==> src/rtl/controller.sv <==
// Multicycle MIPS control unit.
// Moore FSM sequencing fetch / decode / execute / memory / writeback for
// R-type, lw, sw, beq and addi, plus an interrupt-entry state reached only
// at instruction boundaries. Every control output is registered: the output
// register is loaded with the decode of the state being entered, so the
// outputs always describe the state currently held in the state register.
// The current state is also driven out on fsm_state so it can be observed.

module controller #(
  // Cycles spent in the interrupt-entry state; only 1 is a legal value.
  parameter int VECTOR_CYCLES = 1
) (
  input  logic       Clk,
  input  logic       Reset,
  input  logic [5:0] Op,
  input  logic [5:0] funct,
  input  logic       INT,
  input  logic       NMI,
  input  logic       INTD,
  output logic       isBranch,
  output logic       PCWrite,
  output logic       lorD,
  output logic       MemWrite,
  output logic       MemtoReg,
  output logic       IRWrite,
  output logic       INA,
  output logic [1:0] aluControl,
  output logic [1:0] ALUSrcB,
  output logic       PCSource,
  output logic       ALUSrcA,
  output logic       RegWrite,
  output logic       RegDst,
  output logic       isInterrupted,
  output logic [3:0] fsm_state
);

  typedef enum logic [3:0] {
    S_FETCH  = 4'd0,
    S_DECODE = 4'd1,
    S_MEMADR = 4'd2,
    S_MEMRD  = 4'd3,
    S_MEMWB  = 4'd4,
    S_MEMWR  = 4'd5,
    S_REXEC  = 4'd6,
    S_RWB    = 4'd7,
    S_BEQ    = 4'd8,
    S_ADDIEX = 4'd9,
    S_ADDIWB = 4'd10,
    S_INTR   = 4'd11
  } state_t;

  typedef struct packed {
    logic       is_branch;
    logic       pc_write;
    logic       lor_d;
    logic       mem_write;
    logic       mem_to_reg;
    logic       ir_write;
    logic       ina;
    logic [1:0] alu_control;
    logic [1:0] alu_src_b;
    logic       pc_source;
    logic       alu_src_a;
    logic       reg_write;
    logic       reg_dst;
    logic       is_interrupted;
  } ctrl_t;

  localparam logic [5:0] OP_RTYPE = 6'b000000;
  localparam logic [5:0] OP_LW    = 6'b100011;
  localparam logic [5:0] OP_SW    = 6'b101011;
  localparam logic [5:0] OP_BEQ   = 6'b000100;
  localparam logic [5:0] OP_ADDI  = 6'b001000;

  localparam logic [3:0] INTR_LAST = 4'(VECTOR_CYCLES - 1);

  state_t     state;
  state_t     state_nxt;
  ctrl_t      ctrl;
  logic       nmi_prev;
  logic       nmi_pending;
  logic       nmi_edge;
  logic       irq;
  logic       intr_done;
  logic [3:0] intr_cnt;

  // R-type function field to ALU operation; unknown functs fall back to add.
  function automatic logic [1:0] alu_from_funct(input logic [5:0] f);
    case (f)
      6'b100000: alu_from_funct = 2'b00;
      6'b100010: alu_from_funct = 2'b01;
      6'b100100: alu_from_funct = 2'b10;
      6'b100101: alu_from_funct = 2'b11;
      default:   alu_from_funct = 2'b00;
    endcase
  endfunction

  // Moore decode of a state into the full set of datapath controls.
  function automatic ctrl_t ctrl_for(input state_t s, input logic [5:0] f);
    ctrl_t c;
    c = '0;
    case (s)
      S_FETCH: begin
        c.ir_write  = 1'b1;
        c.pc_write  = 1'b1;
        c.alu_src_b = 2'b01;
      end
      S_DECODE: c.alu_src_b = 2'b11;
      S_MEMADR, S_ADDIEX: begin
        c.alu_src_a = 1'b1;
        c.alu_src_b = 2'b10;
      end
      S_MEMRD: c.lor_d = 1'b1;
      S_MEMWB: begin
        c.reg_write  = 1'b1;
        c.mem_to_reg = 1'b1;
      end
      S_MEMWR: begin
        c.lor_d     = 1'b1;
        c.mem_write = 1'b1;
      end
      S_REXEC: begin
        c.alu_src_a   = 1'b1;
        c.alu_control = alu_from_funct(f);
      end
      S_RWB: begin
        c.reg_write = 1'b1;
        c.reg_dst   = 1'b1;
      end
      S_BEQ: begin
        c.alu_src_a   = 1'b1;
        c.alu_control = 2'b01;
        c.is_branch   = 1'b1;
        c.pc_source   = 1'b1;
      end
      S_ADDIWB: c.reg_write = 1'b1;
      S_INTR: begin
        c.ina            = 1'b1;
        c.is_interrupted = 1'b1;
        c.pc_write       = 1'b1;
      end
      default: c = '0;
    endcase
    return c;
  endfunction

  assign nmi_edge  = NMI & ~nmi_prev;
  // Only the latched NMI counts at a boundary; an edge seen in the final
  // cycle of an instruction is serviced at the following boundary.
  assign irq       = nmi_pending | (INT & ~INTD);
  assign intr_done = (intr_cnt == INTR_LAST);

  // Next-state selection; every end-of-instruction exit checks for interrupts.
  always_comb begin
    state_nxt = S_FETCH;
    case (state)
      S_FETCH: state_nxt = S_DECODE;
      S_DECODE: begin
        case (Op)
          OP_LW, OP_SW: state_nxt = S_MEMADR;
          OP_RTYPE:     state_nxt = S_REXEC;
          OP_BEQ:       state_nxt = S_BEQ;
          OP_ADDI:      state_nxt = S_ADDIEX;
          default:      state_nxt = irq ? S_INTR : S_FETCH;
        endcase
      end
      S_MEMADR: state_nxt = (Op == OP_SW) ? S_MEMWR : S_MEMRD;
      S_MEMRD:  state_nxt = S_MEMWB;
      S_REXEC:  state_nxt = S_RWB;
      S_ADDIEX: state_nxt = S_ADDIWB;
      S_MEMWB, S_MEMWR, S_RWB, S_BEQ, S_ADDIWB:
        state_nxt = irq ? S_INTR : S_FETCH;
      S_INTR:   state_nxt = intr_done ? S_FETCH : S_INTR;
      default:  state_nxt = S_FETCH;
    endcase
  end

  // State, registered outputs, NMI edge/pending latch and vector-cycle count.
  always_ff @(posedge Clk) begin
    if (Reset) begin
      state       <= S_FETCH;
      ctrl        <= ctrl_for(S_FETCH, funct);
      nmi_prev    <= 1'b0;
      nmi_pending <= 1'b0;
      intr_cnt    <= '0;
    end else begin
      state    <= state_nxt;
      ctrl     <= ctrl_for(state_nxt, funct);
      nmi_prev <= NMI;
      // A fresh edge wins over the clear done by the interrupt-entry state.
      if (nmi_edge)
        nmi_pending <= 1'b1;
      else if (state == S_INTR)
        nmi_pending <= 1'b0;
      if (state == S_INTR && !intr_done)
        intr_cnt <= intr_cnt + 4'd1;
      else
        intr_cnt <= '0;
    end
  end

  assign isBranch      = ctrl.is_branch;
  assign PCWrite       = ctrl.pc_write;
  assign lorD          = ctrl.lor_d;
  assign MemWrite      = ctrl.mem_write;
  assign MemtoReg      = ctrl.mem_to_reg;
  assign IRWrite       = ctrl.ir_write;
  assign INA           = ctrl.ina;
  assign aluControl    = ctrl.alu_control;
  assign ALUSrcB       = ctrl.alu_src_b;
  assign PCSource      = ctrl.pc_source;
  assign ALUSrcA       = ctrl.alu_src_a;
  assign RegWrite      = ctrl.reg_write;
  assign RegDst        = ctrl.reg_dst;
  assign isInterrupted = ctrl.is_interrupted;
  assign fsm_state     = state;

endmodule

==> config.mk <==
export PLATFORM = sky130hd
export DESIGN_NAME = controller
export DESIGN_NICKNAME = d
export VERILOG_FILES = /design/src/rtl/controller.sv
export SDC_FILE = /design/constraint.sdc
export NUM_CORES = 1
export LEC_CHECK = 0
export ABC_CLOCK_PERIOD_IN_PS = 3700
export CAP_MARGIN = 10
export CORE_UTILIZATION = 45
export CTS_BUF_LIST = sky130_fd_sc_hd__clkbuf_4
export DETAILED_ROUTE_END_ITERATION = 10
export GPL_ROUTABILITY_DRIVEN = 0
export PLACE_DENSITY = 0.75
export SYNTH_ARGS = -nofsm -noshare
export SYNTH_HDL_FRONTEND = slang
export SYNTH_SLANG_ARGS = --single-unit
==> constraint.sdc <==
create_clock -name Clk -period 3.7 [get_ports Clk]
set_clock_uncertainty 0.15 [all_clocks]
set_input_delay 0.37 -clock Clk [delete_from_list [all_inputs] [get_ports Clk]]
set_output_delay 0.37 -clock Clk [all_outputs]
set_load 0.03 [all_outputs]
Word-level counts from Yosys, hierarchy flattened
Index checks and enable logic that the tools add are counted.
{"block": "totals", "regBits": 24, "input_bits": 17, "out_inout_bits": 20, "elab_cells": 87}
{"block": "classes", "addsub": 1, "n_eq_ne": 29, "n_mux": 20, "n_bitwise": 6, "reduce_logical": 15}
{"operator": "equality test 4 x 3 -> 1 bit, second input constant", "n": 8}
{"operator": "equality test 4 bit, second input constant", "n": 8}
{"operator": "one-hot mux 4 bit (8 select lines)", "n": 1}
{"operator": "equality test 6 bit, second input constant", "n": 5}
{"operator": "equality test 4 x 2 -> 1 bit, second input constant", "n": 4}
{"operator": "one-hot mux 4 bit (4 select lines)", "n": 1}
{"operator": "zero test 4 bit", "n": 3}
{"operator": "two-way mux 1 bit", "n": 12}
{"operator": "one-hot mux 2 bit (3 select lines)", "n": 2}
{"operator": "OR reduction 2 bit", "n": 5}
{"operator": "equality test 4 x 1 -> 1 bit, second input constant", "n": 2}
{"operator": "two-way mux 4 bit", "n": 2}
{"operator": "equality test 6 x 3 -> 1 bit, second input constant", "n": 1}
{"operator": "equality test 6 x 4 -> 1 bit, second input constant", "n": 1}
{"operator": "zero test 6 bit", "n": 1}
{"operator": "OR reduction 5 bit", "n": 1}
{"operator": "adder 4 x 1 -> 4 bit, second input constant", "n": 1}
{"operator": "one-hot mux 2 bit (2 select lines)", "n": 1}
{"operator": "OR reduction 4 bit", "n": 1}
{"operator": "two-way mux 3 bit", "n": 1}
{"operator": "inverter 1 bit", "n": 3}
{"operator": "OR reduction 3 bit", "n": 1}
{"operator": "bitwise AND 1 bit", "n": 2}
{"operator": "nonzero test 2 bit", "n": 1}
{"operator": "other kinds (3)", "n": 3}

Longest topological paths before layout
Gate-level depths: netlist (run 1).
{"block": "logic_depth", "depth_word": 9, "ltp_mapped": 9}

Least setup slack after synthesis (run 1)
No wires, ideal clock.
{"block": "synth_timing", "kind": "register to register", "start": "register state[2] (netlist: fsm_state[2])", "end": "register ctrl, in the netlist ALUSrcB[1]", "t_arrival_ns": 1.730, "t_required_ns": 3.420, "slack_ns": 1.690, "stages_incl_launch_ff": 7, "synth_period_minus_slack_ns": 2.010, "path_cell_list": "dfxtp_1 -> and2b_1 -> nand2_1 -> o221ai_1 -> or3_4 -> nand2_1 -> o221ai_2"}
{"block": "synth_via", "elab_chain_cells": 6, "elab_cells_between_ends": 20}
{"item": "start: declaration", "line": "77", "text": "state_t state;"}
{"item": "start signal: assignment", "line": "187", "text": "state <= state_nxt;"}
{"item": "equality test 4 x 3 -> 1 bit / equality test 4 bit (equally long branches)", "line": "156", "text": "case (state)"}
{"item": "OR reduction 5 bit", "line": "156"}
{"item": "one-hot mux 4 bit (8 select lines) (*)", "line": "156"}
{"item": "equality test 4 x 2 -> 1 bit / equality test 4 bit (equally long branches)", "line": "102", "text": "case (s)"}
{"item": "OR reduction 2 bit", "line": "102"}
{"item": "one-hot mux 2 bit (3 select lines) (*)", "line": "102"}
{"item": "end signal: assignment", "line": "182", "text": "ctrl <= ctrl_for(S_FETCH, funct);"}
{"item": "end signal: assignment", "line": "188", "text": "ctrl <= ctrl_for(state_nxt, funct);"}
{"item": "end: declaration", "line": "79", "text": "ctrl_t ctrl;"}
Every way passes the cells marked *; elsewhere a longest branch is shown, timed or not.
A chain may end at the register's enable or synchronous reset.

Worst setup path after layout (run 1)
{"block": "layout_timing", "start": "input Op[5]", "end": "register ctrl, in the netlist ALUSrcB[1]"}
{"block": "layout_via", "elab_chain_cells": 7, "elab_cells_between_ends": 15}
{"item": "start: declaration", "line": "15", "text": "input logic [5:0] Op,"}
{"item": "equality test 6 bit, on equally long branches", "line": "159, 167"}
{"item": "OR reduction 2 bit", "line": "159", "text": "case (Op)"}
{"item": "one-hot mux 4 bit (4 select lines)", "line": "159"}
{"item": "one-hot mux 4 bit (8 select lines) (*)", "line": "156"}
{"item": "equality test 4 x 2 -> 1 bit / equality test 4 bit (equally long branches)", "line": "102"}
{"item": "OR reduction 2 bit", "line": "102"}
{"item": "one-hot mux 2 bit (3 select lines) (*)", "line": "102"}
Marked as above.

==> tab_implementation.tex, run 1 <==
\begin{tabular}{lr}
\hline
Metric & Value \\
\hline
\multicolumn{2}{l}{\textbf{Clocking}} \\
\quad H-tree levels & 1 \\
\quad Clk slew on worst S/H paths & 0.14 ns \\
\quad Root buffer selected by CTS & sky130\_fd\_sc\_hd\_\_clkbuf\_4 \\
\quad Number of gates resized after cts & 0 \\
\quad Clock buffer depth & 2 \\
\quad TritonCTS Sinks & 24 \\
\quad TritonCTS buffer count & 3 \\
\quad Hold buffers post-CTS & 0 \\
\quad Clock latency at the later pin of the worst-skew pair & 0.32 ns \\
\quad Setup repair bufs after CTS & 0 \\
\quad Clock tree from TritonCTS & done \\
\multicolumn{2}{l}{\textbf{Hold path}} \\
\quad Number of cells traversed by the worst hold path & 1 \\
\quad Worst hold endpoint & intr\_cnt[0]\$\_SDFF\_PP0\_ \\
\quad Hold/Removal Path Class & reg2reg \\
\quad Beginning of the worst hold path & intr\_cnt[0]\$\_SDFF\_PP0\_ \\
\multicolumn{2}{l}{\textbf{Synthesis}} \\
\quad Post-Syn Nets & 155 \\
\quad Cell type with the largest total area after synthesis & sky130\_fd\_sc\_hd\_\_dfxtp\_1 \\
\quad Proportion of register bits with asynchronous set or reset after synthesis & 0\% \\
\quad Cells taking the most area after synthesis & sky130\_fd\_sc\_hd\_\_dfxtp\_1, sky130\_fd\_sc\_hd\_\_nor2\_1, sky130\_fd\_sc\_hd\_\_nand2b\_1 \\
\quad Count of warnings emitted by yosys & 0 \\
\quad Post-Synthesis Cell Area & 1250 sq um \\
\quad Top-count cell post-synth & sky130\_fd\_sc\_hd\_\_dfxtp\_1 \\
\quad Area share of the largest cell type after synthesis & 38.4\% \\
\quad Mean post-synth cell area & 9.21 sq um \\
\quad Sequential area share after synthesis & 38.4\% \\
\quad Commonest cells post-synth & sky130\_fd\_sc\_hd\_\_dfxtp\_1, sky130\_fd\_sc\_hd\_\_nor2\_1, sky130\_fd\_sc\_hd\_\_nand2\_1 \\
\quad Main synth FF type & sky130\_fd\_sc\_hd\_\_dfxtp\_1 \\
\quad Number of enable flip-flop cells after synthesis & 0 \\
\quad Synthesized instance count & 136 \\
\quad Cell variety after synth & 47 \\
\quad Register bit total from synthesis & 24 \\
\multicolumn{2}{l}{\textbf{Critical path}} \\
\quad Crit path max-delay family & simple AND/OR/NAND/NOR gates \\
\quad Logic depth of the worst register-to-register path & 6 \\
\quad Arrival time of the worst setup path & 2.51 ns \\
\quad Critical path endpoint category & flop \\
\quad WP depth & 7 \\
\quad Biggest cell delay along the critical path & 0.65 ns \\
\quad Endpoint of the most critical register-to-register path & ALUSrcB[1]\$\_SDFF\_PP0\_ \\
\quad Worst setup slack for register-to-register paths & 1.27 ns \\
\quad Reg-to-reg startpoint & fsm\_state[0]\$\_SDFF\_PP0\_ \\
\quad Worst path slowest cell & sky130\_fd\_sc\_hd\_\_nor3\_2 \\
\quad List of cells traversed by the critical path & clkdlybuf4s50\_1 -> and3\_4 -> and3\_4 -> o311ai\_1 -> nor3\_2 -> nand3b\_4 -> o221ai\_2 \\
\quad Top fanout value on the critical path & 12 \\
\quad Buffer and inverter count on the worst path & 1 \\
\quad Worst setup SP type & input pin \\
\quad Top cell by count, worst path & sky130\_fd\_sc\_hd\_\_and3\_4 \\
\quad Start-to-end type of the worst setup path & in2reg \\
\quad Critical Path RT & 3.76 ns \\
\multicolumn{2}{l}{\textbf{Layout}} \\
\quad Utilization after layout & 65.2\% \\
\quad Filler cells & 220 \\
\quad Share of layout cells above drive strength 1 & 10.0\% \\
\quad Nets@finish & 190 \\
\quad Area overhead of the layout relative to synthesis & 32.6\% \\
\quad Combined area of the multi-input logic cells & 699 sq um \\
\quad Filler-free cell count of the finished design & 200 \\
\quad Register area & 480 sq um \\
\quad Final antenna diode count & 0 \\
\multicolumn{2}{l}{\textbf{STA}} \\
\quad Final hold violations & 0 \\
\quad Final cycle utilization of the critical path & 66.3\% \\
\quad Pin slew with the least headroom to its limit & 0.717 ns \\
\quad Clock period minus final worst setup slack & 2.45 ns \\
\quad Final TNS setup & 0 ns \\
\quad Final setup violation count & 0 \\
\quad Min setup slack post-route & 1.25 ns \\
\quad Max\_slew headroom & 51.9\% \\
\quad Max-slew violations & 0 \\
\quad Maximum clock frequency & 408 MHz \\
\quad Unrepaired setup endpoints after global routing & false \\
\multicolumn{2}{l}{\textbf{Placed design}} \\
\quad Cell count after placement & 196 \\
\quad Post-placement setup slack & 0.945 ns \\
\quad Number of buffers inserted by port buffering & 36 \\
\quad Hpwl dp & 2060 microns \\
\multicolumn{2}{l}{\textbf{GRT}} \\
\quad Global-route wire length before repair & 4420 microns \\
\quad Gr usage total & 21.0\% \\
\quad Aggregate global routing overflow & 0 \\
\quad Most crowded layer after global routing & met2 \\
\quad Number of antenna violations at the first check in global routing & 0 \\
\quad Met2 routing resource usage after global routing & 37.1\% \\
\quad Pin count of the biggest net entering global routing & 16 \\
\quad Number of global-route vias before repair & 1020 \\
\quad Met3 GRT Util & 4.72\% \\
\quad Met1 Track Usage GR & 24.6\% \\
\multicolumn{2}{l}{\textbf{Routing}} \\
\quad Count of unresolved DRC violations after routing & 0 \\
\quad Remaining antenna violation count after routing & 0 \\
\quad Iteration-0 DRC count of the detailed router & 35 \\
\quad Routed wire per std cell & 13.4 microns \\
\quad First drt pass iteration count & 4 \\
\quad Per-cell via count in the routed design & 5.50 \\
\quad Final routed wirelength across all metal layers & 2680 microns \\
\quad DR vias & 1100 \\
\multicolumn{2}{l}{\textbf{Job}} \\
\quad Number of max-capacitance violations reported & 0 \\
\multicolumn{2}{l}{\textbf{Die}} \\
\quad Placement Rows & 18 \\
\quad Core region area & 2540 sq um \\
\quad Initial core utilization & 49.2\% \\
\quad Top-level port count & 37 \\
\quad Vertical die dimension & 54.8 microns \\
\quad Area enclosed by the die boundary & 3000 sq um \\
\quad Die width & 54.8 microns \\
\multicolumn{2}{l}{\textbf{Power}} \\
\quad Pwr per Cell Area & 517 nW/um\^{}2 \\
\quad Maximum resistive drop on vdd & 0.000377 V \\
\quad Final Power & 0.000858 W \\
\quad Leakage component of the power & 0.615 nW \\
\multicolumn{2}{l}{\textbf{Outcome}} \\
\quad Run status & completed \\
\hline
\end{tabular}
==> state kept, by name (all words and copies together), names as in the netlist <==
register / count
RegWrite: 1
PCWrite: 1
nmi_pending: 1
IRWrite: 1
RegDst: 1
lorD: 1
isInterrupted: 1
ALUSrcA: 1
ALUSrcB: 2
aluControl: 2
PCSource: 1
nmi_prev: 1
intr_cnt: 4
MemtoReg: 1
MemWrite: 1
fsm_state: 4
==> cell usage in the layout, fill, tap and decap left out, drive strengths merged, types with 4 or more instances in the layout <==
| cell | count |
|---|---|
| nand2 | 9 |
| nor4 | 5 |
| clkdlybuf4s50 | 36 |
| nand3b | 4 |
| o21ai | 5 |
| dfxtp | 24 |
| inv | 7 |
| nor2 | 18 |
| nand2b | 8 |
| nand3 | 4 |
==> worst reg2reg max path: stages, from the launching register on <==
cell	delay, ns
sky130_fd_sc_hd__dfxtp_1	0.69
sky130_fd_sc_hd__inv_1	0.17
sky130_fd_sc_hd__nand3_1	0.16
sky130_fd_sc_hd__o311ai_1	0.16
sky130_fd_sc_hd__nor3_2	0.65
sky130_fd_sc_hd__nand3b_4	0.28
sky130_fd_sc_hd__o221ai_2	0.09
==> kinds of logic after synthesis <==
kind of cell,after synthesis,share of synthesized area [%]
compound gates,23,15.9
simple gates,68,34.4
mux,1,0.799
flops,24,38.4
fa+ha+maj,2,2.00
xor+xnor,4,2.80
buf+inv,14,5.79
==> through the flow <==
stage	instance area (sq um)	hold slack, ns
floorplan	1250	0.280
global placement	1610	0.294
detailed placement	1610	0.302
CTS	1660	0.331
global route	1660	0.371
finish	1660	0.328
==> layout make-up <==
cell class	instances	share of cell area (%)
sequential	24	28.9
clock inverter	1	1.81
multi-input combinational	98	42.1
clock buffer	3	1.36
tap	30	2.26
timing repair buffer	36	21.7
inverter	8	1.81
==> how the worst max path moves through the flow <==
stage / startpoint / end / slack (ns)
after CTS: Op[2] / ALUSrcA$_SDFF_PP0_ / 1.26
final: Op[5] / ALUSrcB[1]$_SDFF_PP0_ / 1.25
after global placement: Op[5] / ALUSrcB[1]$_SDFF_PP0_ / 1.03
after global routing: fsm_state[0]$_SDFF_PP0_ / PCWrite$_SDFF_PP1_ / 1.09
after floorplan: fsm_state[2]$_SDFF_PP0_ / ALUSrcB[1]$_SDFF_PP0_ / 1.69
after detailed placement: Op[0] / ALUSrcB[1]$_SDFF_PP0_ / 0.95
==> routing by layer <==
metal / routed length, microns / vias up
li1: - / 547
met1: 1160 / 507
met2: 1340 / 42
met3: 152 / 4
met4: 22 / 0
met5: 0 / -
==> power breakdown <==
part	total (W)	leakage, nW	internal (W)	switching [W]
clock network	0.000191	0.0279	0.000110	0.0000815
logic	0.000344	0.391	0.000154	0.000190
registers	0.000323	0.196	0.000291	0.0000313
(Power assumes the default switching activity.)
==> run 2, diff against run 1 <==
- ABC_CLOCK_PERIOD_IN_PS: 3700 -> 2000
- CORE_UTILIZATION: 45 -> 44
- PLACE_DENSITY: 0.75 -> 0.76
- clock period: 3.7 -> 2 ns (I/O delays scaled with it)
==> run 2 against run 1 <==
Net effect: the flow now finishes with violations (setup timing); first-iteration DRC count is 2.9% lower; power increased by 99%; global-route usage is 2.8 points higher; combinational power grew to 2.7 times the previous value; non-clock buffer count up 32; largest power group unchanged; register-to-register slack lost 1.3 ns; highest routed layer unchanged; utilization rose by 14 points; critical endpoint is now ALUSrcA$_SDFF_PP0_; critical path depth rose by 1; via count rose by 17%.
==> tab_implementation.tex, run 2 (synthesized netlist as in run 1, its figures left out) <==
\begin{tabular}{lr}
\hline
Metric & Value \\
\hline
\multicolumn{2}{l}{\textbf{Outcome}} \\
\quad Run status & finished with violations \\
\quad Violations in the final reports & setup timing \\
\multicolumn{2}{l}{\textbf{Placed design}} \\
\quad Number of buffers inserted by port buffering & 36 (unchanged) \\
\quad Placement-stage cell area & 1780 sq um (+11\%) \\
\quad Hpwl dp & 2320 microns (+13\%) \\
\multicolumn{2}{l}{\textbf{Layout}} \\
\quad Share of layout cells above drive strength 1 & 37.3\% (+27 points) \\
\quad Nets@finish & 222 (+17\%) \\
\quad Most frequent cells in the layout & sky130\_fd\_sc\_hd\_\_clkdlybuf4s50\_1, sky130\_fd\_sc\_hd\_\_buf\_4, sky130\_fd\_sc\_hd\_\_dfxtp\_1, sky130\_fd\_sc\_hd\_\_nor2\_1, sky130\_fd\_sc\_hd\_\_nand2\_1 \\
\quad Most common library cell in the layout ignoring fill and taps & sky130\_fd\_sc\_hd\_\_clkdlybuf4s50\_1 \\
\quad Final antenna diode count & 0 (unchanged) \\
\quad Filler cells & 188 (-15\%) \\
\quad Area overhead of the layout relative to synthesis & 63.7\% \\
\quad Cell area after layout & 2050 sq um (+24\%) \\
\multicolumn{2}{l}{\textbf{STA}} \\
\quad Final cycle utilization of the critical path & 104\% \\
\quad Final TNS setup & -0.356 ns (-0.356 ns) \\
\quad Clock period minus final worst setup slack & 2.08 ns \\
\quad Pin slew with the least headroom to its limit & 0.397 ns (-0.320 ns) \\
\quad Final hold violations & 0 (unchanged) \\
\quad Min setup slack post-route & -0.0766 ns (-1.32 ns) \\
\quad Max-slew violations & 0 (unchanged) \\
\quad Unrepaired setup endpoints after global routing & true \\
\quad Fin Hold WS & 0.309 ns (-0.0184 ns) \\
\quad Final setup violation count & 10 (+10) \\
\quad Max\_slew headroom & 73.5\% (+22 points) \\
\quad Maximum clock frequency & 482 MHz \\
\multicolumn{2}{l}{\textbf{Critical path}} \\
\quad Critical Path RT & 2.09 ns (-1.67 ns) \\
\quad Top fanout value on the critical path & 3 (-9) \\
\quad Start-to-end type of the worst setup path & reg2reg \\
\quad Endpoint of the most critical register-to-register path & ALUSrcA\$\_SDFF\_PP0\_ \\
\quad Critical Path Sink & ALUSrcA\$\_SDFF\_PP0\_ \\
\quad Worst setup slack for register-to-register paths & -0.08 ns (-1.35 ns) \\
\quad Reg-to-reg startpoint & intr\_cnt[0]\$\_SDFF\_PP0\_ \\
\quad Critical path endpoint category & flop \\
\quad Arrival time of the worst setup path & 2.16 ns (-0.35 ns) \\
\quad Logic depth of the worst register-to-register path & 8 (+2) \\
\quad Crit path launch & intr\_cnt[0]\$\_SDFF\_PP0\_ \\
\quad Worst setup SP type & flop \\
\multicolumn{2}{l}{\textbf{Routing}} \\
\quad DR vias & 1287 (+17\%) \\
\quad Final routed wirelength across all metal layers & 3830 microns (+43\%) \\
\quad Per-cell via count in the routed design & 5.57 (+1.3\%) \\
\quad Routed wire per std cell & 16.6 microns (+24\%) \\
\quad First drt pass iteration count & 4 (unchanged) \\
\quad Count of unresolved DRC violations after routing & 0 (unchanged) \\
\quad Iteration-0 DRC count of the detailed router & 34 (-2.9\%) \\
\quad Remaining antenna violation count after routing & 0 (unchanged) \\
\multicolumn{2}{l}{\textbf{Power}} \\
\quad Reported net switching power & 0.000648 W (+110\%) \\
\quad Switching power as a share of total power & 37.9\% (+2.6 points) \\
\quad Pwr per Cell Area & 833 nW/um\^{}2 (+61\%) \\
\quad Internal Pwr Total & 0.00106 W (+91\%) \\
\quad Combinational group share of total power & 54.0\% (+14 points) \\
\quad Leakage component of the power & 0.835 nW (+36\%) \\
\quad Final Power & 0.00171 W (+99\%) \\
\quad Reg power frac & 34.2\% (-3.4 points) \\
\quad Clock group share of total power & 11.8\% (-11 points) \\
\quad Maximum resistive drop on vdd & 0.000742 V (+97\%) \\
\multicolumn{2}{l}{\textbf{Job}} \\
\quad Number of max-capacitance violations reported & 0 (unchanged) \\
\multicolumn{2}{l}{\textbf{Die}} \\
\quad Initial core utilization & 48.4\% (-0.86 points) \\
\quad Core region area & 2590 sq um (+1.8\%) \\
\quad Top-level port count & 37 (unchanged) \\
\quad Vertical die dimension & 55.4 microns (+1.1\%) \\
\quad Area enclosed by the die boundary & 3060 sq um (+2.2\%) \\
\quad Placement Rows & 18 (unchanged) \\
\quad Die width & 55.4 microns (+1.1\%) \\
\multicolumn{2}{l}{\textbf{Clocking}} \\
\quad Hold buffers post-CTS & 0 (unchanged) \\
\quad TritonCTS buffer count & 3 (unchanged) \\
\quad Clock buffer depth & 2 (unchanged) \\
\quad Clock latency at the later pin of the worst-skew pair & 0.30 ns (-0.02 ns) \\
\quad Root buffer selected by CTS & sky130\_fd\_sc\_hd\_\_clkbuf\_4 \\
\quad Clk slew on worst S/H paths & 0.12 ns (-0.02 ns) \\
\quad Clock tree from TritonCTS & done \\
\quad H-tree levels & 1 (unchanged) \\
\quad TritonCTS Sinks & 24 (unchanged) \\
\multicolumn{2}{l}{\textbf{GRT}} \\
\quad Gr usage total & 23.7\% (+2.8 points) \\
\quad Aggregate global routing overflow & 0 (unchanged) \\
\quad Pin count of the biggest net entering global routing & 13 (-3) \\
\quad Global-route wire length before repair & 5910 microns (+34\%) \\
\quad Number of global-route vias before repair & 1305 (+28\%) \\
\quad Number of antenna violations at the first check in global routing & 0 (unchanged) \\
\multicolumn{2}{l}{\textbf{Hold path}} \\
\quad Hold/Removal Path Class & in2reg \\
\hline
\end{tabular}
[run 2: changes by cell type in the layout (fill, tap and decap cells not counted), sizes merged]
cell,delta
buf,+32
bufinv,-1
clkdlybuf4s50,-4
dlygate4sd2,+2
dlymetal6s2s,+2
[run 2: per-stage QoR]
step	worst slack, ns	utilization (%)	std cells
6_report	-0.0766	79.2	231
5_1_grt	-0.121	79.2	231
4_1_cts	-0.0198	75.6	227
3_5_place_dp	-0.540	68.8	219
3_3_place_gp	-0.451	68.8	219
2_1_floorplan	0.00479	-	136
[run 2: metal layers]
metal | part of all wire (%) | track usage [%]
met5 | 0 | 0
met4 | 2.8 | 5.36
met1 | 38 | 26.0
met3 | 5.3 | 4.68
met2 | 53 | 46.1
[run 2: worst max-delay path: stages (launching register included)]
cell and delay [ns]:
sky130_fd_sc_hd__dfxtp_2 0.34, sky130_fd_sc_hd__inv_2 0.07, sky130_fd_sc_hd__ha_4 0.12, sky130_fd_sc_hd__or3b_4 0.41, sky130_fd_sc_hd__nand2_4 0.10, sky130_fd_sc_hd__o221ai_4 0.13
sky130_fd_sc_hd__nor4_4 0.39, sky130_fd_sc_hd__nand3b_4 0.11, sky130_fd_sc_hd__a31oi_1 0.18
[run 2: final cells by class]
| type | count | area [sq um] | share of cell area (%) |
|---|---|---|---|
| multi-input cells | 98 | 852 | 41.5 |
| well taps | 30 | 37.5 | 1.83 |
| inverters | 8 | 30.0 | 1.46 |
| flip-flops and latches | 24 | 485 | 23.7 |
| repair buffers | 68 | 623 | 30.4 |
| clock buffers | 3 | 22.5 | 1.10 |
[run 2: power groups by stage]
stage / Sequential (W) / Combinational, W / Clock, W
2_1_floorplan: 0.000698 / 0.000360 / 0
3_3_place_gp: 0.000585 / 0.000721 / 0
3_5_place_dp: 0.000588 / 0.000735 / 0
4_1_cts: 0.000577 / 0.000852 / 0.000210
5_1_grt: 0.000590 / 0.000975 / 0.000225
6_report: 0.000584 / 0.000922 / 0.000202
[run 2: worst min path at each step]
| stage | endpoint | slack [ns] | startpoint | cells past startpoint |
|---|---|---|---|---|
| 2_1_floorplan | nmi_prev$_SDFF_PP0_ | 0.18 | NMI | 1 |
| 3_3_place_gp | intr_cnt[3]$_SDFF_PP0_ | 0.35 | intr_cnt[3]$_SDFF_PP0_ | 2 |
| 3_5_place_dp | intr_cnt[3]$_SDFF_PP0_ | 0.36 | intr_cnt[3]$_SDFF_PP0_ | 2 |
| 4_1_cts | nmi_prev$_SDFF_PP0_ | 0.31 | NMI | 2 |
| 5_1_grt | nmi_prev$_SDFF_PP0_ | 0.33 | NMI | 2 |
| 6_report | nmi_prev$_SDFF_PP0_ | 0.31 | NMI | 2 |
[run 2: what timing repair did]
item	CTS	global route
buffers inserted	5	4
setup endpoints to repair	17	17
resized for setup	24	15
pin swaps	4	7
endpoints found under the hold margin	0	0
==> run 3, diff against run 2 <==
- ABC_AREA: unset -> 1
- CORE_UTILIZATION: 44 -> 43
- CTS_CLUSTER_DIAMETER: unset -> 30
==> run 3 against run 2 <==
Net effect: the run now ends clean; wire length decreased by 29%; utilization decreased by 14 points; worst setup slack improved by 0.26 ns; power decreased by 6.4%; combinational power decreased by 28%; critical path type is now in2reg; critical endpoint is now aluControl[0]$_SDFF_PP0_.
==> tab_implementation.tex, run 3 <==
\begin{tabular}{lr}
\hline
Metric & Value \\
\hline
\multicolumn{2}{l}{\textbf{Clocking}} \\
\quad TritonCTS Sinks & 24 (unchanged) \\
\quad H-tree levels & 1 (unchanged) \\
\quad Clock tree from TritonCTS & done \\
\quad TritonCTS buffer count & 3 (unchanged) \\
\quad Clk slew on worst S/H paths & 0.14 ns (+0.02 ns) \\
\quad Setup repair bufs after CTS & 0 (-5) \\
\quad Root buffer selected by CTS & sky130\_fd\_sc\_hd\_\_clkbuf\_4 \\
\quad Clock buffer depth & 2 (unchanged) \\
\quad Clock latency at the later pin of the worst-skew pair & 0.32 ns (+0.02 ns) \\
\multicolumn{2}{l}{\textbf{Power}} \\
\quad Leakage component of the power & 0.742 nW (-11\%) \\
\quad Maximum resistive drop on vdd & 0.000702 V (-5.4\%) \\
\quad Pwr per Cell Area & 978 nW/um\^{}2 (+17\%) \\
\multicolumn{2}{l}{\textbf{Die}} \\
\quad Die width & 54.4 microns (-1.8\%) \\
\quad Core region area & 2520 sq um (-2.6\%) \\
\quad Vertical die dimension & 54.4 microns (-1.8\%) \\
\quad Initial core utilization & 46.7\% (-1.6 points) \\
\quad Top-level port count & 37 (unchanged) \\
\quad Area enclosed by the die boundary & 2950 sq um (-3.6\%) \\
\quad Placement Rows & 18 (unchanged) \\
\multicolumn{2}{l}{\textbf{Layout}} \\
\quad Most frequent cells in the layout & sky130\_fd\_sc\_hd\_\_clkdlybuf4s50\_1, sky130\_fd\_sc\_hd\_\_nand2\_1, sky130\_fd\_sc\_hd\_\_nor2\_1, sky130\_fd\_sc\_hd\_\_inv\_1, sky130\_fd\_sc\_hd\_\_dfxtp\_1 \\
\quad Area overhead of the layout relative to synthesis & 38.6\% \\
\quad Nets@finish & 228 (+2.7\%) \\
\quad Share of layout cells above drive strength 1 & 13.0\% (-24 points) \\
\quad Final antenna diode count & 0 (unchanged) \\
\quad Most common library cell in the layout ignoring fill and taps & sky130\_fd\_sc\_hd\_\_clkdlybuf4s50\_1 \\
\quad Utilization after layout & 64.8\% (-14 points) \\
\quad Cell area after layout & 1630 sq um (-20\%) \\
\multicolumn{2}{l}{\textbf{Synthesis}} \\
\quad Register bit total from synthesis & 24 (unchanged) \\
\quad Post-Synthesis Cell Area & 1180 sq um (-5.9\%) \\
\quad Cells taking the most area after synthesis & sky130\_fd\_sc\_hd\_\_dfxtp\_1, sky130\_fd\_sc\_hd\_\_nand2\_1, sky130\_fd\_sc\_hd\_\_nor2\_1 \\
\quad Post-Syn Nets & 187 (+21\%) \\
\quad Area share of the largest cell type after synthesis & 40.8\% (+2.4 points) \\
\quad Cell type with the largest total area after synthesis & sky130\_fd\_sc\_hd\_\_dfxtp\_1 \\
\quad Cell variety after synth & 26 (-45\%) \\
\quad Main synth FF type & sky130\_fd\_sc\_hd\_\_dfxtp\_1 \\
\quad Sequential area share after synthesis & 40.8\% (+2.4 points) \\
\quad Mean post-synth cell area & 7.02 sq um (-24\%) \\
\quad Count of warnings emitted by yosys & 0 (unchanged) \\
\quad Number of enable flip-flop cells after synthesis & 0 (unchanged) \\
\quad Synthesized instance count & 168 (+24\%) \\
\quad Proportion of register bits with asynchronous set or reset after synthesis & 0\% (unchanged) \\
\quad Commonest cells post-synth & sky130\_fd\_sc\_hd\_\_nand2\_1, sky130\_fd\_sc\_hd\_\_nor2\_1, sky130\_fd\_sc\_hd\_\_inv\_1 \\
\multicolumn{2}{l}{\textbf{Placed design}} \\
\quad Post-placement setup slack & -0.116 ns (+0.424 ns) \\
\quad Number of buffers inserted by port buffering & 36 (unchanged) \\
\quad Hpwl dp & 2250 microns (-3.2\%) \\
\quad Placement-stage cell area & 1580 sq um (-11\%) \\
\multicolumn{2}{l}{\textbf{Routing}} \\
\quad Per-cell via count in the routed design & 4.97 (-11\%) \\
\quad Routed wire per std cell & 11.5 microns (-31\%) \\
\quad Iteration-0 DRC count of the detailed router & 44 (+29\%) \\
\quad Count of unresolved DRC violations after routing & 0 (unchanged) \\
\quad DR vias & 1184 (-8.0\%) \\
\quad Remaining antenna violation count after routing & 0 (unchanged) \\
\quad Final routed wirelength across all metal layers & 2730 microns (-29\%) \\
\quad First drt pass iteration count & 4 (unchanged) \\
\multicolumn{2}{l}{\textbf{STA}} \\
\quad Final cycle utilization of the critical path & 90.7\% (-13 points) \\
\quad Clock period minus final worst setup slack & 1.81 ns (-0.262 ns) \\
\quad Maximum clock frequency & 551 MHz (+14\%) \\
\quad Final setup violation count & 0 (-10) \\
\quad Unrepaired setup endpoints after global routing & false \\
\quad Final hold violations & 0 (unchanged) \\
\quad Final TNS setup & 0 ns (+0.356 ns) \\
\quad Min setup slack post-route & 0.186 ns (+0.262 ns) \\
\quad Max\_slew headroom & 78.0\% (+4.6 points) \\
\quad Max-slew violations & 0 (unchanged) \\
\quad Pin slew with the least headroom to its limit & 0.328 ns (-0.0689 ns) \\
\quad Fin Hold WS & 0.252 ns (-0.0575 ns) \\
\multicolumn{2}{l}{\textbf{Job}} \\
\quad Number of max-capacitance violations reported & 0 (unchanged) \\
\multicolumn{2}{l}{\textbf{GRT}} \\
\quad Global-route wire length before repair & 4440 microns (-25\%) \\
\quad Number of global-route vias before repair & 1070 (-18\%) \\
\quad Gr usage total & 21.1\% (-2.7 points) \\
\quad Number of antenna violations at the first check in global routing & 0 (unchanged) \\
\quad Pin count of the biggest net entering global routing & 15 (+2) \\
\quad Aggregate global routing overflow & 0 (unchanged) \\
\multicolumn{2}{l}{\textbf{Critical path}} \\
\quad Top fanout value on the critical path & 5 (+2) \\
\quad Start-to-end type of the worst setup path & in2reg \\
\quad Worst setup slack for register-to-register paths & 0.19 ns (+0.26 ns) \\
\quad Critical Path RT & 2.11 ns (+0.02 ns) \\
\quad Worst setup SP type & input pin \\
\quad Critical path endpoint category & flop \\
\quad Arrival time of the worst setup path & 1.93 ns (-0.23 ns) \\
\multicolumn{2}{l}{\textbf{Outcome}} \\
\quad Run status & completed \\
\multicolumn{2}{l}{\textbf{Hold path}} \\
\quad Hold/Removal Path Class & in2reg \\
\hline
\end{tabular}
-- run 3: changes by cell type in the layout (fill, tap and decap cells not counted), sizes merged, moves of 4 or more --
cell           change
nand2b             -8
nand3             +12
nand2             +27
clkdlybuf4s50      +4
nand4              +5
nor4               -5
buf               -29
nor2              +20
nand3b             -4
inv               +21
-- run 3: timing repair --
item	in CTS	in global routing
hold buffers	0	0
endpoints found under the setup margin	0	2
hold endpoints to repair	0	0
gates resized for setup	0	1
-- run 3: cell type report --
| cell class | instances | area (sq um) |
|---|---|---|
| Fill cell | 223 | 888 |
| Multi-Input combinational cell | 113 | 574 |
| Sequential cell | 24 | 482 |
| Timing Repair Buffer | 39 | 383 |
| Inverter | 28 | 105 |
| Tap cell | 30 | 37.5 |
| Clock inverter | 1 | 30.0 |
| Clock buffer | 3 | 22.5 |
-- run 3: power by group --
part / switching [W] / internal (W)
logic: 0.000409 / 0.000254
clock network: 0.000154 / 0.000203
registers: 0.0000350 / 0.000544
-- run 3: logic make-up after synthesis --
kind of cell	Yosys count	synth area share, %
buf+inv	31	10.5
simple gates	98	39.3
compound gates	11	5.84
xor+xnor	2	1.49
flops	24	40.8
fa+ha+maj	2	2.12
-- run 3: path summary, 6_finish.rpt --
path                               to                     from  cells past startpoint
min reg2reg  nmi_pending$_SDFFE_PP0P_      nmi_prev$_SDFF_PP0_                      1
max          aluControl[0]$_SDFF_PP0_                    Op[2]                     12
min               nmi_prev$_SDFF_PP0_                      NMI                      3
max reg2reg        ALUSrcA$_SDFF_PP0_  fsm_state[1]$_SDFF_PP0_                     10
-- run 3: layer usage --
metal / vias to the layer above / global-route usage [%] / share of wire (%)
met5: - / 0 / 0
met2: 36 / 39.0 / 51
met3: 6 / 3.61 / 4.6
met4: 0 / 6.41 / 1.6
li1: 606 / - / -
met1: 536 / 24.2 / 43
-- run 3: worst max-delay path: stages --
cell and delay (ns):
sky130_fd_sc_hd__clkdlybuf4s50_1 0.49, sky130_fd_sc_hd__nor2_2 0.22, sky130_fd_sc_hd__nor2_1 0.09, sky130_fd_sc_hd__nand2_2 0.10, sky130_fd_sc_hd__nand4_1 0.10, sky130_fd_sc_hd__nand2_1 0.10
sky130_fd_sc_hd__nand2_1 0.05, sky130_fd_sc_hd__nand2_1 0.12, sky130_fd_sc_hd__nand2_2 0.10, sky130_fd_sc_hd__nor2_1 0.10, sky130_fd_sc_hd__nand3_1 0.12, sky130_fd_sc_hd__o21ai_2 0.14
-- run 3: metrics by stage --
| step | total power (W) | cells |
|---|---|---|
| 2_1_floorplan | 0.00102 | 168 |
| 3_3_place_gp | 0.00123 | 234 |
| 3_5_place_dp | 0.00125 | 234 |
| 4_1_cts | 0.00160 | 238 |
| 5_1_grt | 0.00170 | 238 |
| 6_report | 0.00160 | 238 |
